==> config.mk <==
export PLATFORM = sky130hd
export DESIGN_NAME = braille_dot_driver
export DESIGN_NICKNAME = d
export VERILOG_FILES = /design/src/rtl/braille_dot_driver.sv
export SDC_FILE = /design/constraint.sdc
export NUM_CORES = 1
export LEC_CHECK = 0
export CORE_MARGIN = 2
export CORE_UTILIZATION = 55
export DETAILED_ROUTE_END_ITERATION = 7
export GPL_ROUTABILITY_DRIVEN = 0
export GPL_TIMING_DRIVEN = 0
export PLACE_DENSITY = 0.75
export SYNTH_ARGS = -nofsm -noshare
export SYNTH_HDL_FRONTEND = slang
export SYNTH_SLANG_ARGS = --single-unit
==> constraint.sdc <==
create_clock -name clk -period 5.11 [get_ports clk]
set_clock_uncertainty 0.2 [all_clocks]
set_input_delay 0.511 -clock clk [delete_from_list [all_inputs] [get_ports clk]]
set_output_delay 0.511 -clock clk [all_outputs]
set_load 0.01 [all_outputs]
==> src/rtl/braille_dot_driver.sv <==
`default_nettype none
// ============================================================================
// Module   : braille_dot_driver
// Purpose  : Turns one-cycle start strobes into timed hold/release drive on
//            braille solenoid pins, with a single-entry request buffer.
// Revision : 1.0 - initial release
// ============================================================================
module braille_dot_driver #(
    parameter int N_DOTS      = 6,
    parameter int HOLD_CYCLES = 50_000_000,
    parameter int GAP_CYCLES  = 10_000_000
) (
    input  logic              clk,
    input  logic              reset,
    input  logic              i_start,
    input  logic [N_DOTS-1:0] i_pattern,
    input  logic              i_cancel,
    output logic [N_DOTS-1:0] o_dots,
    output logic              o_busy,
    output logic              o_done,
    output logic              o_overrun
);

    localparam int c_max_cycles = (HOLD_CYCLES > GAP_CYCLES) ? HOLD_CYCLES : GAP_CYCLES;
    localparam int c_cnt_w      = $clog2(c_max_cycles + 1);
    localparam logic [c_cnt_w-1:0] c_hold_load = c_cnt_w'(HOLD_CYCLES - 1);
    localparam logic [c_cnt_w-1:0] c_gap_load  = c_cnt_w'(GAP_CYCLES - 1);

    typedef enum logic [1:0] {
        S_IDLE = 2'd0,
        S_HOLD = 2'd1,
        S_GAP  = 2'd2
    } state_t;

    state_t              r_state;
    logic [c_cnt_w-1:0]  r_cnt;
    logic                r_pend_valid;
    logic [N_DOTS-1:0]   r_pend_pat;

    always_ff @(posedge clk or posedge reset) begin
        if (reset) begin
            r_state      <= S_IDLE;
            r_cnt        <= '0;
            r_pend_valid <= 1'b0;
            r_pend_pat   <= '0;
            o_dots       <= '0;
            o_busy       <= 1'b0;
            o_done       <= 1'b0;
            o_overrun    <= 1'b0;
        end else begin
            o_done    <= 1'b0;
            o_overrun <= 1'b0;
            case (r_state)
                S_IDLE: begin
                    if (i_start) begin
                        r_state <= S_HOLD;
                        r_cnt   <= c_hold_load;
                        o_dots  <= i_pattern;
                        o_busy  <= 1'b1;
                    end
                end

                S_HOLD: begin
                    if (i_cancel) begin
                        // Abort: release immediately, full gap, drop any queued work.
                        r_state      <= S_GAP;
                        r_cnt        <= c_gap_load;
                        o_dots       <= '0;
                        r_pend_valid <= 1'b0;
                    end else begin
                        if (i_start) begin
                            if (r_pend_valid) begin
                                o_overrun <= 1'b1;
                            end else begin
                                r_pend_valid <= 1'b1;
                                r_pend_pat   <= i_pattern;
                            end
                        end
                        if (r_cnt == '0) begin
                            r_state <= S_GAP;
                            r_cnt   <= c_gap_load;
                            o_dots  <= '0;
                        end else begin
                            r_cnt <= r_cnt - 1'b1;
                        end
                    end
                end

                S_GAP: begin
                    if (i_cancel) begin
                        r_pend_valid <= 1'b0;
                    end
                    if (r_cnt != '0) begin
                        r_cnt <= r_cnt - 1'b1;
                        if (i_start && !i_cancel) begin
                            if (r_pend_valid) begin
                                o_overrun <= 1'b1;
                            end else begin
                                r_pend_valid <= 1'b1;
                                r_pend_pat   <= i_pattern;
                            end
                        end
                    end else begin
                        // Last gap cycle: chain straight into the next request if one exists.
                        o_done <= 1'b1;
                        if (r_pend_valid && !i_cancel) begin
                            r_state      <= S_HOLD;
                            r_cnt        <= c_hold_load;
                            o_dots       <= r_pend_pat;
                            r_pend_valid <= 1'b0;
                            if (i_start) begin
                                o_overrun <= 1'b1;
                            end
                        end else if (i_start && !i_cancel) begin
                            r_state <= S_HOLD;
                            r_cnt   <= c_hold_load;
                            o_dots  <= i_pattern;
                        end else begin
                            r_state <= S_IDLE;
                            o_busy  <= 1'b0;
                        end
                    end
                end

                default: begin
                    r_state <= S_IDLE;
                    o_busy  <= 1'b0;
                    o_dots  <= '0;
                end
            endcase
        end
    end

endmodule
`default_nettype wire

==> results of run 1 <==
synthesized netlist by cell type (2+ instances only):
cell type / n
a211oi_1: 10
a21oi_1: 11
a22o_1: 6
a2bb2oi_1: 3
a31oi_1: 7
a41oi_1: 2
and2_1: 3
and4_1: 6
buf_2: 3
clkbuf_1: 8
dfrtp_1: 44
ha_1: 6
inv_1: 18
mux2_2: 12
nand2_1: 18
nand2b_1: 2
nand3_1: 5
nand4_1: 6
nor2_1: 18
nor3_1: 13
nor3b_1: 2
nor4_1: 5
nor4_2: 3
nor4b_1: 2
o211a_1: 8
o211ai_1: 6
o21ai_0: 10
o221a_2: 3
o22a_1: 4
o22ai_1: 3
o2bb2ai_1: 4
or2_2: 2
or3_1: 5
or4_1: 3
critical path, cell delays in order (launching register included):
cell and delay, ns:
dfrtp_1 0.41, inv_1 0.08, ha_1 0.36, inv_1 0.11, nor3_1 0.87, o31ai_2 0.34, or3_1 0.44, o221a_2 0.14
worst min-delay path by stage:
stage                             start             to  slack [ns]  cells past startpoint
final                             reset      r_cnt[25]        0.26                      2
after global routing              reset      r_cnt[25]        0.29                      2
after CTS                         reset      r_cnt[25]        0.27                      2
after floorplan           r_pend_pat[0]  r_pend_pat[0]        0.28                      1
after global placement    r_pend_pat[4]  r_pend_pat[4]        0.29                      1
after detailed placement      o_dots[5]      o_dots[5]        0.30                      1
state kept, by name (all words and copies together), names as in the netlist:
name	cells
r_state	2
o_dots	6
o_done	1
o_overrun	1
o_busy	1
r_pend_pat	6
r_cnt	26
r_pend_valid	1
power by group through the flow:
stage               combinational [mW]  sequential [mW]  clock (mW)
floorplan                        0.787            0.608           0
global placement                  1.06            0.619           0
detailed placement                1.08            0.625           0
CTS                               1.09            0.617       0.274
global route                      1.21            0.639       0.290
finish                            1.12            0.620       0.271
final cells by class:
cell class | count | area share, %
inverters | 18 | 2.123
flip-flops and latches | 44 | 34.60
well taps | 67 | 2.635
multi-input cells | 212 | 48.84
clock buffers | 5 | 2.163
clock inverters | 3 | 1.337
repair buffers | 19 | 6.292
plain buffers | 13 | 2.006
kinds of logic (layout without fill, tap and decap cells):
logic type	Yosys count	in the layout	synth area share [%]
adder cells (fa/ha/maj)	6	6	2.694
AND/OR/NAND/NOR	99	99	20.88
AO/OA/AOI/OAI	94	94	26.99
multiplexers	13	13	5.209
buffers and inverters	31	58	4.715
flip-flops	44	44	39.52
through the flow:
| step | worst slack (ns) | hold slack [ns] |
|---|---|---|
| 6_report | 2.055 | 0.2637 |
| 2_1_floorplan | 2.698 | 0.2798 |
| 4_1_cts | 2.139 | 0.2705 |
| 3_5_place_dp | 1.901 | 0.2951 |
| 3_3_place_gp | 1.958 | 0.2885 |
| 5_1_grt | 1.880 | 0.2865 |
per-layer routing:
| metal | vias to the layer above | global-route usage, % |
|---|---|---|
| met4 | 0 | 7.018 |
| li1 | 1179 | - |
| met3 | 17 | 7.229 |
| met5 | - | 0 |
| met2 | 101 | 40.35 |
| met1 | 1276 | 40.32 |
==> flow_summary.toml, run 1 <==
[run_status]
status = "completed"

[synthesis]
ys_top_cells_by_area = "dfrtp_1, mux2_2, o211a_1"
synth_edf_count = 0
syn_inst = 287
ys_ff_latch = 44
ys_seq_area_share_pct = 39.52
synthArstFlopShare_pct = 100.0
yosys.area.top_type = "dfrtp_1"
synth_cell_types = 60
synth_ff_type = "dfrtp_1"
synth_area_per_cell_sq_um = 9.709
synth_nets = 303
netlist_area_sq_um = 2786
yosys_warnings = 0
yosysTopAreaCellShare_pct = 39.52

[floorplanning]
core-area_sq_um = 4817
row_count = 25
die-area_sq_um = 5651
die_y_um = 75.18
start_util_pct = 57.84
io_pins = 19
dieWidth_um = 75.18

[worst_setup_path]
worstPathArrival_ns = 3.05
path_max_fanout = 8
r2r_cells = 7
startpoint = "r_state[1]"
required_ns = 5.10
critPathLaunchType = "flop"
critPathKind = "reg -> reg"
worstReg2RegEnd = "r_cnt[13]"
crit_end = "r_cnt[13]"
ff2ff_setup_slack_ns = 2.06
rr_startpoint = "r_state[1]"
end_kind = "flop"

[placed_design]
placed_cells = 373
hpwl_um = 5200
port_buffers = 18
detailed_place.area_sq_um = 3070

[layout]
final-seq-area_sq_um = 1101
drive_gt1_share_pct = 14.01
diodes = 0
syn_to_final_growth_pct = 14.19
final_cell_mix = "dfrtp_1, nor2_1, nand2_1, clkdlybuf4s50_1, inv_1"
instances_no_fill = 381
final_area_sq_um = 3182
utilization_pct = 66.05
multi_input_area_sq_um = 1554
final_common_cell = "dfrtp_1"
nFillCells = 414
nets = 329

[routing]
highest_layer = "met4"
vias_per_cell = 6.753
wl_per_cell_um = 19.06
m1WireLength_um = 3365
vias = 2573
antenna_left = 0
met2_length_um = 3258
drc = 0
drt-total-wl_um = 7262
drtPass1Iterations = 5
drt_iter0_markers = 272
met3WireLength_um = 527

[timing]
hold_violations = 0
fin_crit_sh_pct = 59.78
maxSlewViolCount = 0
setup_viol = 0
tightest_slew_ns = 1.129
max_freq_mhz = 327.3
rsz0062_at_grt = "false"
period_needed_ns = 3.055
slew-limit-headroom_pct = 24.25
finalSetupTns_ns = 0

[cts]
cts_resized = 0
cts_buffer_depth = 2
htreeDepth = 2
cts_num_sinks = 44
insertion_delay_ns = 0.30
clock-root-buffer = "clkbuf_8"
cts_setup_buffers = 0
hold_buffers = 0
clk_pin_slew_ns = 0.09
cts_tree = "built"
cts_buffers = 5

[power_and_ir_drop]
power_switching_mw = 0.8913
ir_drop_v = 0.0002830
p_int_mw = 1.116
power.leakage_nw = 1.252
power.density_nw_per_um2 = 630.9
power_frac_clock_pct = 13.5
p_total_mw = 2.007
p_sw_share_pct = 44.41
p_seq_share_pct = 30.9
pwr-share-comb_pct = 55.6

[global_routing]
gr-usage-all-layers_pct = 27.41
grt_pass1_vias = 2281
grt_max_degree = 33
overflow = 0
antenna_found_initial = 0
grt_pass1_wl_um = 11690

[min_path]
hold_path_class = "in -> async"

[job]
drv_cap = 0
Note: power is estimated with default switching activity, not from simulation.
==> inputs of run 2 (changes only) <==
==> constraint.sdc (replaced) <==
create_clock -name clk -period 3.11 [get_ports clk]
set_clock_uncertainty 0.2 [all_clocks]
set_input_delay 0.311 -clock clk [delete_from_list [all_inputs] [get_ports clk]]
set_output_delay 0.311 -clock clk [all_outputs]
set_load 0.01 [all_outputs]
==> run 2 against run 1 <==
Compared with the run above: setup slack worse by 2.0 ns; combinational power increased by 64%; die area unchanged; highest routed layer unchanged; hold slack worse by 0.21 ns.
==> flow_summary.toml, run 2 (synthesis gave the netlist of run 1 again) <==
[timing]
maxSlewViolCount = 0
max_freq_mhz = 331.7
tightest_slew_ns = 1.189
setup_viol = 0
timing.final.ws_setup_ns = 0.09510
hold_violations = 0
finalSetupTns_ns = 0
slew-limit-headroom_pct = 20.28
whs_ns = 0.05666
fin_crit_sh_pct = 96.94
period_needed_ns = 3.015

[global_routing]
grt_pass1_wl_um = 11690
grt_max_degree = 33
overflow = 0
gr-usage-all-layers_pct = 27.41
antenna_found_initial = 0
grt_pass1_vias = 2281

[layout]
syn_to_final_growth_pct = 14.59
regMostFlops = "r_cnt"
utilization_pct = 66.29
diodes = 0
final_common_cell = "dfrtp_1"
reg_top3 = "r_cnt: 26 flops, o_dots: 6 flops, r_pend_pat: 6 flops"
instances_no_fill = 381
nets = 329
final_cell_mix = "dfrtp_1, nor2_1, nand2_1, clkdlybuf4s50_1, inv_1"
drive_gt1_share_pct = 14.65
largest_reg_flops = 26

[worst_setup_path]
rr_startpoint = "r_cnt[0]"
worstPathArrival_ns = 3.04
end_kind = "flop"
ff2ff_setup_slack_ns = 0.1
worstReg2RegEnd = "r_cnt[24]"
critPathLaunchType = "flop"
r2r_cells = 8
cpMostUsedCell = "a211oi_1"
cpMaxStageDelayCell = "a211oi_1"
critPathKind = "reg -> reg"
path_max_fanout = 7
crit_chain = "inv_1 > ha_1 > nor4b_2 > and4_1 > buf_2 > a211oi_1 > a211oi_1 > o22ai_1"
required_ns = 3.14
slowest_delay_ns = 0.99

[cts]
clock-root-buffer = "clkbuf_8"
cts_buffer_depth = 2
cts_num_sinks = 44
cts_tree = "built"
cts_buffers = 5
clk_pin_slew_ns = 0.09
cts_setup_buffers = 0
htreeDepth = 2
insertion_delay_ns = 0.31

[routing]
vias_per_cell = 6.766
drt_iter0_markers = 287
drt-total-wl_um = 7277
antenna_left = 0
drc = 0
vias = 2578
drtPass1Iterations = 5
wl_per_cell_um = 19.10

[power_and_ir_drop]
power_switching_mw = 1.478
p_int_mw = 1.838
p_sw_share_pct = 44.57
pwr-share-comb_pct = 55.6
ir_drop_v = 0.0004751
power.density_nw_per_um2 = 1038
p_seq_share_pct = 30.9
power.leakage_nw = 1.254
power_frac_clock_pct = 13.5

[floorplanning]
start_util_pct = 57.84
row_count = 25
die-area_sq_um = 5651
dieWidth_um = 75.18
core-area_sq_um = 4817
die_y_um = 75.18
io_pins = 19

[min_path]
hold_path_class = "in -> async"

[placed_design]
hpwl_um = 5200
port_buffers = 18
placed_cells = 373
dp_slack_ns = 0.1007

[job]
drv_cap = 0

[run_status]
status = "completed"
-- run 2: cell counts in the layout (fill, tap and decap cells not counted) --
Identical to the previous run, type by type.
-- run 2: worst max-delay path by stage --
stage,start,cells after the start,endpoint
floorplan,r_cnt[0],8,r_pend_pat[0]
global placement,i_start,6,r_cnt[13]
detailed placement,i_start,6,r_cnt[13]
CTS,r_state[1],7,r_cnt[13]
global route,r_cnt[0],8,r_cnt[16]
finish,r_cnt[0],8,r_cnt[24]
-- run 2: power groups by stage --
stage               Sequential (mW)  Clock (mW)  Combinational [mW]
finish                         1.02       0.448                1.84
global route                   1.05       0.476                1.99
CTS                            1.01       0.450                1.79
detailed placement             1.03           0                1.78
global placement               1.02           0                1.74
floorplan                     0.998           0                1.29
-- run 2: cell type report --
cell class | instances | area, sq um
timing repair buffer | 19 | 200.2
buffer | 13 | 63.81
fill | 414 | 1624
tap | 67 | 83.83
clock buffer | 5 | 68.82
inverter | 18 | 67.56
multi-input combinational | 212 | 1565
sequential | 44 | 1101
clock inverter | 3 | 42.54
-- run 2: worst max-delay path: cells and delay by family, from the launching register on --
| family | cells | cell delay (ns) |
|---|---|---|
| AO/OA/AOI/OAI | 3 | 1.40 |
| adder cells (fa/ha/maj) | 1 | 0.24 |
| buffers and inverters | 2 | 0.26 |
| flip-flops | 1 | 0.45 |
| AND/OR/NAND/NOR | 2 | 0.38 |
-- run 2: what timing repair did --
action	CTS	global route
resized for setup	0	2
hold buffers	0	0
endpoints found under the setup margin	0	5
-- run 2: per-stage QoR --
stage	instance area, sq um	total power [mW]
after floorplan	2786	2.291
after global placement	3050	2.754
after detailed placement	3070	2.803
after CTS	3182	3.253
after global routing	3193	3.519
final	3193	3.316
-- run 2: routing by layer --
| layer | routed length [um] | GRT usage (%) |
|---|---|---|
| met5 | 0 | 0 |
| met4 | 147 | 7.018 |
| met3 | 519 | 7.229 |
| met2 | 3190 | 40.35 |
| met1 | 3419 | 40.32 |
==> inputs of run 3 (changes only) <==
--- a/config.mk
+++ b/config.mk
@@ -5,12 +5,14 @@
 export SDC_FILE = /design/constraint.sdc
 export NUM_CORES = 1
 export LEC_CHECK = 0
+export ABC_AREA = 1
 export CORE_MARGIN = 2
 export CORE_UTILIZATION = 55
 export DETAILED_ROUTE_END_ITERATION = 7
 export GPL_ROUTABILITY_DRIVEN = 0
 export GPL_TIMING_DRIVEN = 0
 export PLACE_DENSITY = 0.75
+export REMOVE_ABC_BUFFERS = 1
 export SYNTH_ARGS = -nofsm -noshare
 export SYNTH_HDL_FRONTEND = slang
 export SYNTH_SLANG_ARGS = --single-unit
==> run 3 against run 2 <==
Compared with the run above: sequential power hardly changed; utilization is 2.8 points lower; largest cell class unchanged; first-iteration DRC count down 22%; setup slack improved by 0.56 ns; area after synthesis rose by 3.3%.
==> flow_summary.toml, run 3 <==
[floorplanning]
die_y_um = 76.35
die-area_sq_um = 5829
io_pins = 19
dieWidth_um = 76.35
core-area_sq_um = 5075
start_util_pct = 56.73
row_count = 26

[layout]
utilization_pct = 63.46
largest_reg_flops = 26
regMostFlops = "r_cnt"
diodes = 0
drive_gt1_share_pct = 12.26
final_common_cell = "nand2_1"
instances_no_fill = 486
reg_top3 = "r_cnt: 26 flops, o_dots: 6 flops, r_pend_pat: 6 flops"
syn_to_final_growth_pct = 11.86
final_cell_mix = "nand2_1, nor2_1, inv_1, dfrtp_1, nand3_1"
nets = 431
final_area_sq_um = 3221

[global_routing]
grt_max_degree = 32
gr-usage-all-layers_pct = 24.21
grt_pass1_wl_um = 11340
grt_pass1_vias = 2435
antenna_found_initial = 0
overflow = 0

[cts]
hold_buffers = 0
cts_tree = "built"
clk_pin_slew_ns = 0.09
cts_buffer_depth = 2
cts_setup_buffers = 0
clock-root-buffer = "clkbuf_8"
htreeDepth = 2
cts_buffers = 5
insertion_delay_ns = 0.31
cts_resized = 0
cts_num_sinks = 44

[worst_setup_path]
cp_top_family = "simple AND/OR/NAND/NOR gates"
critPathLaunchType = "flop"
crit_chain = "inv_1 > ha_1 > inv_2 > nor2_1 > nand4_2 > nand2_2 > inv_2 > nand2_1 > inv_1 > nor2_1"
slowest_delay_ns = 0.42
r2r_cells = 10
crit_buf_inv = 4
required_ns = 3.15
end_kind = "flop"
cp.depth = 10
worstReg2RegEnd = "r_cnt[16]"
critPathKind = "reg -> reg"
startpoint = "r_state[0]"
worstPathArrival_ns = 2.49
path_max_fanout = 21
crit_end = "r_cnt[16]"
ff2ff_setup_slack_ns = 0.66
rr_startpoint = "r_state[0]"
cpMaxStageDelayCell = "dfrtp_1"

[routing]
antenna_left = 0
wl_per_cell_um = 13.47
drt-total-wl_um = 6545
drc = 0
vias_per_cell = 5.270
vias = 2561
drt_iter0_markers = 223
drtPass1Iterations = 5

[synthesis]
netlist_area_sq_um = 2879
synthArstFlopShare_pct = 100.0
yosys_warnings = 0
syn_inst = 395
ys_ff_latch = 44
ys_seq_area_share_pct = 38.24
synth_edf_count = 0
yosysMostFrequentCell = "nand2_1"
yosys.area.top_type = "dfrtp_1"
synth_cell_types = 32
yosysTopAreaCellShare_pct = 38.24
ys_top_cells_by_area = "dfrtp_1, nand2_1, nor2_1"
synth_ff_type = "dfrtp_1"
synth_area_per_cell_sq_um = 7.289
synth_common_cells = "nand2_1, nor2_1, inv_1"

[timing]
setup_viol = 0
fin_crit_sh_pct = 78.85
hold_violations = 0
max_freq_mhz = 407.8
finalSetupTns_ns = 0
rsz0062_at_grt = "false"
slew-limit-headroom_pct = 62.39
tightest_slew_ns = 0.5590
period_needed_ns = 2.452
maxSlewViolCount = 0

[job]
drv_cap = 0

[placed_design]
port_buffers = 18
hpwl_um = 4884
detailed_place.area_sq_um = 3113
placed_cells = 478

[min_path]
hold_path_class = "in -> async"

[power_and_ir_drop]
power.leakage_nw = 1.523
pwr-share-comb_pct = 51.7
p_sw_share_pct = 47.21
ir_drop_v = 0.0004702
power.density_nw_per_um2 = 922.9
power_switching_mw = 1.403
p_int_mw = 1.569
p_seq_share_pct = 33.3
power_frac_clock_pct = 15.0

[run_status]
status = "completed"
## run 3: cell count changes in the layout (fill, tap and decap cells not counted), moves of 7 or more
cell | previous run | this run
nand2_1 | 18 | 99
nor2_1 | 18 | 61
inv_1 | 17 | 46
nand3_1 | 5 | 25
mux2_2 | 12 | 0
nor3_1 | 12 | 1
a211oi_1 | 10 | 0
xor2_1 | 0 | 9
nor2_2 | 0 | 8
o211a_1 | 8 | 0
clkbuf_1 | 8 | 1
nand2_2 | 1 | 8
## run 3: logic make-up after synthesis
| family | Yosys count | share of synthesized area, % |
|---|---|---|
| simple gates | 224 | 36.77 |
| xor+xnor | 9 | 2.738 |
| fa+ha+maj | 6 | 2.607 |
| flops | 44 | 38.24 |
| buf+inv | 59 | 8.778 |
| compound gates | 53 | 10.86 |
## run 3: routing by layer
layer / wire (um) / vias up / share of wire, % / track usage, %
li1: - / 1294 / - / -
met1: 3050 / 1181 / 47 / 32.77
met2: 3062 / 76 / 47 / 39.82
met3: 344 / 10 / 5.3 / 3.910
met4: 87 / 0 / 1.3 / 7.818
met5: 0 / - / 0 / 0
## run 3: final cells by class
type	instances	area, sq um
clock buffers	6	72.57
clock inverters	2	35.03
fillers	473	1854
inverters	53	198.9
multi-input cells	292	1525
flip-flops and latches	44	1101
well taps	70	87.58
repair buffers	19	200.2
## run 3: power by group through the flow
| stage | combinational (mW) | sequential, mW | clock [mW] |
|---|---|---|---|
| 6_report | 1.54 | 0.989 | 0.446 |
| 5_1_grt | 1.74 | 1.02 | 0.476 |
| 4_1_cts | 1.54 | 0.983 | 0.453 |
| 3_5_place_dp | 1.54 | 0.992 | 0 |
| 3_3_place_gp | 1.48 | 0.986 | 0 |
| 2_1_floorplan | 1.13 | 0.963 | 0 |
## run 3: worst min path at each step
stage,cells after the start,slack [ns],to,from
after floorplan,2,0.24,o_overrun,i_start
after global placement,2,0.26,o_dots[5],o_dots[5]
after detailed placement,2,0.26,o_dots[4],o_dots[4]
after CTS,2,0.09,r_cnt[11],reset
after global routing,2,0.12,r_cnt[16],reset
final,2,0.08,r_cnt[21],reset
## run 3: through the flow
stage	power (mW)	hold slack (ns)	setup WS, ns
final	2.972	0.07533	0.6579
after global placement	2.467	0.2633	0.5199
after floorplan	2.096	0.2399	1.088
after detailed placement	2.528	0.2622	0.4976
after CTS	2.979	0.08709	0.6242
after global routing	3.231	0.1186	0.3934
## run 3: worst register-to-register path: cells and delay by family (launching register included)
family / cells / cell delay [ns]
simple gates: 5 / 0.92
flops: 1 / 0.42
buf+inv: 4 / 0.53
fa+ha+maj: 1 / 0.34
==> RTL change (flow settings as in run 2) <==
The 3 states of `state_t` get a one-hot encoding in 3 bits.
--- a/src/rtl/braille_dot_driver.sv
+++ b/src/rtl/braille_dot_driver.sv
@@ -26,10 +26,10 @@
     localparam logic [c_cnt_w-1:0] c_hold_load = c_cnt_w'(HOLD_CYCLES - 1);
     localparam logic [c_cnt_w-1:0] c_gap_load  = c_cnt_w'(GAP_CYCLES - 1);
 
-    typedef enum logic [1:0] {
-        S_IDLE = 2'd0,
-        S_HOLD = 2'd1,
-        S_GAP  = 2'd2
+    typedef enum logic [2:0] {
+        S_IDLE = 3'b001,
+        S_HOLD = 3'b010,
+        S_GAP  = 3'b100
     } state_t;
 
     state_t              r_state;
Check against the original RTL: no difference found for any inputs over 10 cycles, from zero or initial values and one cycle with reset high; not proved beyond that.
==> RTL change against run 2 <==
Core utilization decreased by 0.99 points; setup slack improved by 0.25 ns; area after synthesis decreased by 3.0%; routed wire length decreased by 15%; final area decreased by 3.4%; sequential cell count increased by 1; maximum frequency increased by 9.1%; critical endpoint is now r_cnt[22]; largest cell class unchanged.
Power is not compared: it rests on default switching activity, and its combinational part moved more than twofold at a synthesized area within 25%.
==> RTL change: results (changes against run 2) <==
Status -> completed (unchanged)
Reg2reg end -> r_cnt[22] (was r_cnt[24])
Arrival time at the worst endpoint -> 2.71 ns (was 3.04 ns)
DRC Markers -> 0 (unchanged)
Drt pass-1 iters -> 4 (was 5)
DR vias -> 2286 (was 2578)
GR Util All Layers -> 25.5% (was 27.4%)
Sequential Area -> 1130 µm² (was 1100 µm²)
Sequential area share after synthesis -> 41.7% (was 39.5%)
Setup Buffers After CTS -> 0 (unchanged)
Mux cell area share after synthesis -> 5.00% (was 5.21%)
Largest net degree at the start of global routing -> 30 (was 33)
Fin nets -> 301 (was 329)
Cell Area, Placed -> 2980 µm² (was 3070 µm²)
Critical Path Max Stage Delay -> 0.59 ns (was 0.99 ns)
Top cells by area, synth -> dfrtp_1 41%, mux2_2 4.6%, a21oi_1 3.0% (was dfrtp_1 40%, mux2_2 4.8%, o211a_1 2.9%)
Worst-margin pin slew -> 0.648 ns (was 1.19 ns)
Post-Synth Adder-Cell Area -> 0.926% (was 2.69%)
Worst-path maximum fanout -> 10 (was 7)
# port buffers -> 17 (was 18)
DP HPWL -> 4.47 mm (was 5.20 mm)
TNS Setup -> 0 ns (unchanged)
Via count of the first global-routing pass -> 2237 (was 2281)
Placed cell count -> 349 (was 373)
FF-to-FF path depth -> 6 (was 8)
First-pass GRT wire length -> 10.7 mm (was 11.7 mm)
Compound-gate portion of the synthesized area -> 28.1% (was 27.0%)
Clock transition at the registers of the reported paths -> 0.09 ns (about the same)
Post-Syn Nets -> 276 (was 303)
Total CTS buffers -> 5 (unchanged)
Place WS -> 0.421 ns (was 0.101 ns)
Worst R2R Start -> r_cnt[6] (was r_cnt[0])
CP max-delay cell -> nor4_1 (was a211oi_1)
Drt total wl -> 6.20 mm (was 7.28 mm)
WS Path Type -> flop to flop (unchanged)
Proportion of layout cells with a drive suffix above 1 -> 16.2% (was 14.6%)
Top cells by count, synth -> 44 x dfrtp_1, 18 x nor2_1, 16 x a21oi_1 (was 44 x dfrtp_1, 18 x inv_1, 18 x nand2_1, 18 x nor2_1, 13 x nor3_1)
Post-synth cell types -> 68 (was 60)
Fillers -> 384 (was 414)
Starting DRT DRC Count -> 223 (was 287)
Cells after synthesis -> 264 (was 287)
Drt via density -> 6.40 (was 6.77)
Xor/xnor share of the synthesized area -> 0.972% (was 0%)
Hold crit path type -> input port to asynchronous set/reset pin (unchanged)
Setup ws final -> 0.348 ns (was 0.0951 ns)
## RTL change: per-layer routing
layer	vias up	track usage (%)	share of wire [%]
met4	0	10.7	1.9
met5	-	0	0
met1	1131	36.8	47
met3	11	3.52	5.3
li1	1073	-	-
met2	71	38.7	45
## RTL change: layout make-up
class                   instances  share of cell area [%]
plain buffers                  10                    1.78
clock buffers                   6                    2.35
clock inverters                 2                    1.14
inverters                      15                    1.99
multi-input cells             194                    47.3
flip-flops and latches         45                    36.6
well taps                      67                    2.72
repair buffers                 18                    6.17
## RTL change: worst min path at each step
stage                    end  slack, ns  cells after the start
3_3_place_gp       o_dots[4]       0.27                      1
5_1_grt            o_dots[4]       0.14                      2
4_1_cts        r_pend_pat[3]       0.11                      2
6_report          r_state[1]       0.09                      2
3_5_place_dp          o_busy       0.30                      1
2_1_floorplan  r_pend_pat[0]       0.26                      1
## RTL change: critical path, delay by kind of cell (launching register included)
kind	cells	cell delay, ns
flops	1	0.43
simple gates	2	1.04
compound gates	3	0.61
buf+inv	1	0.34
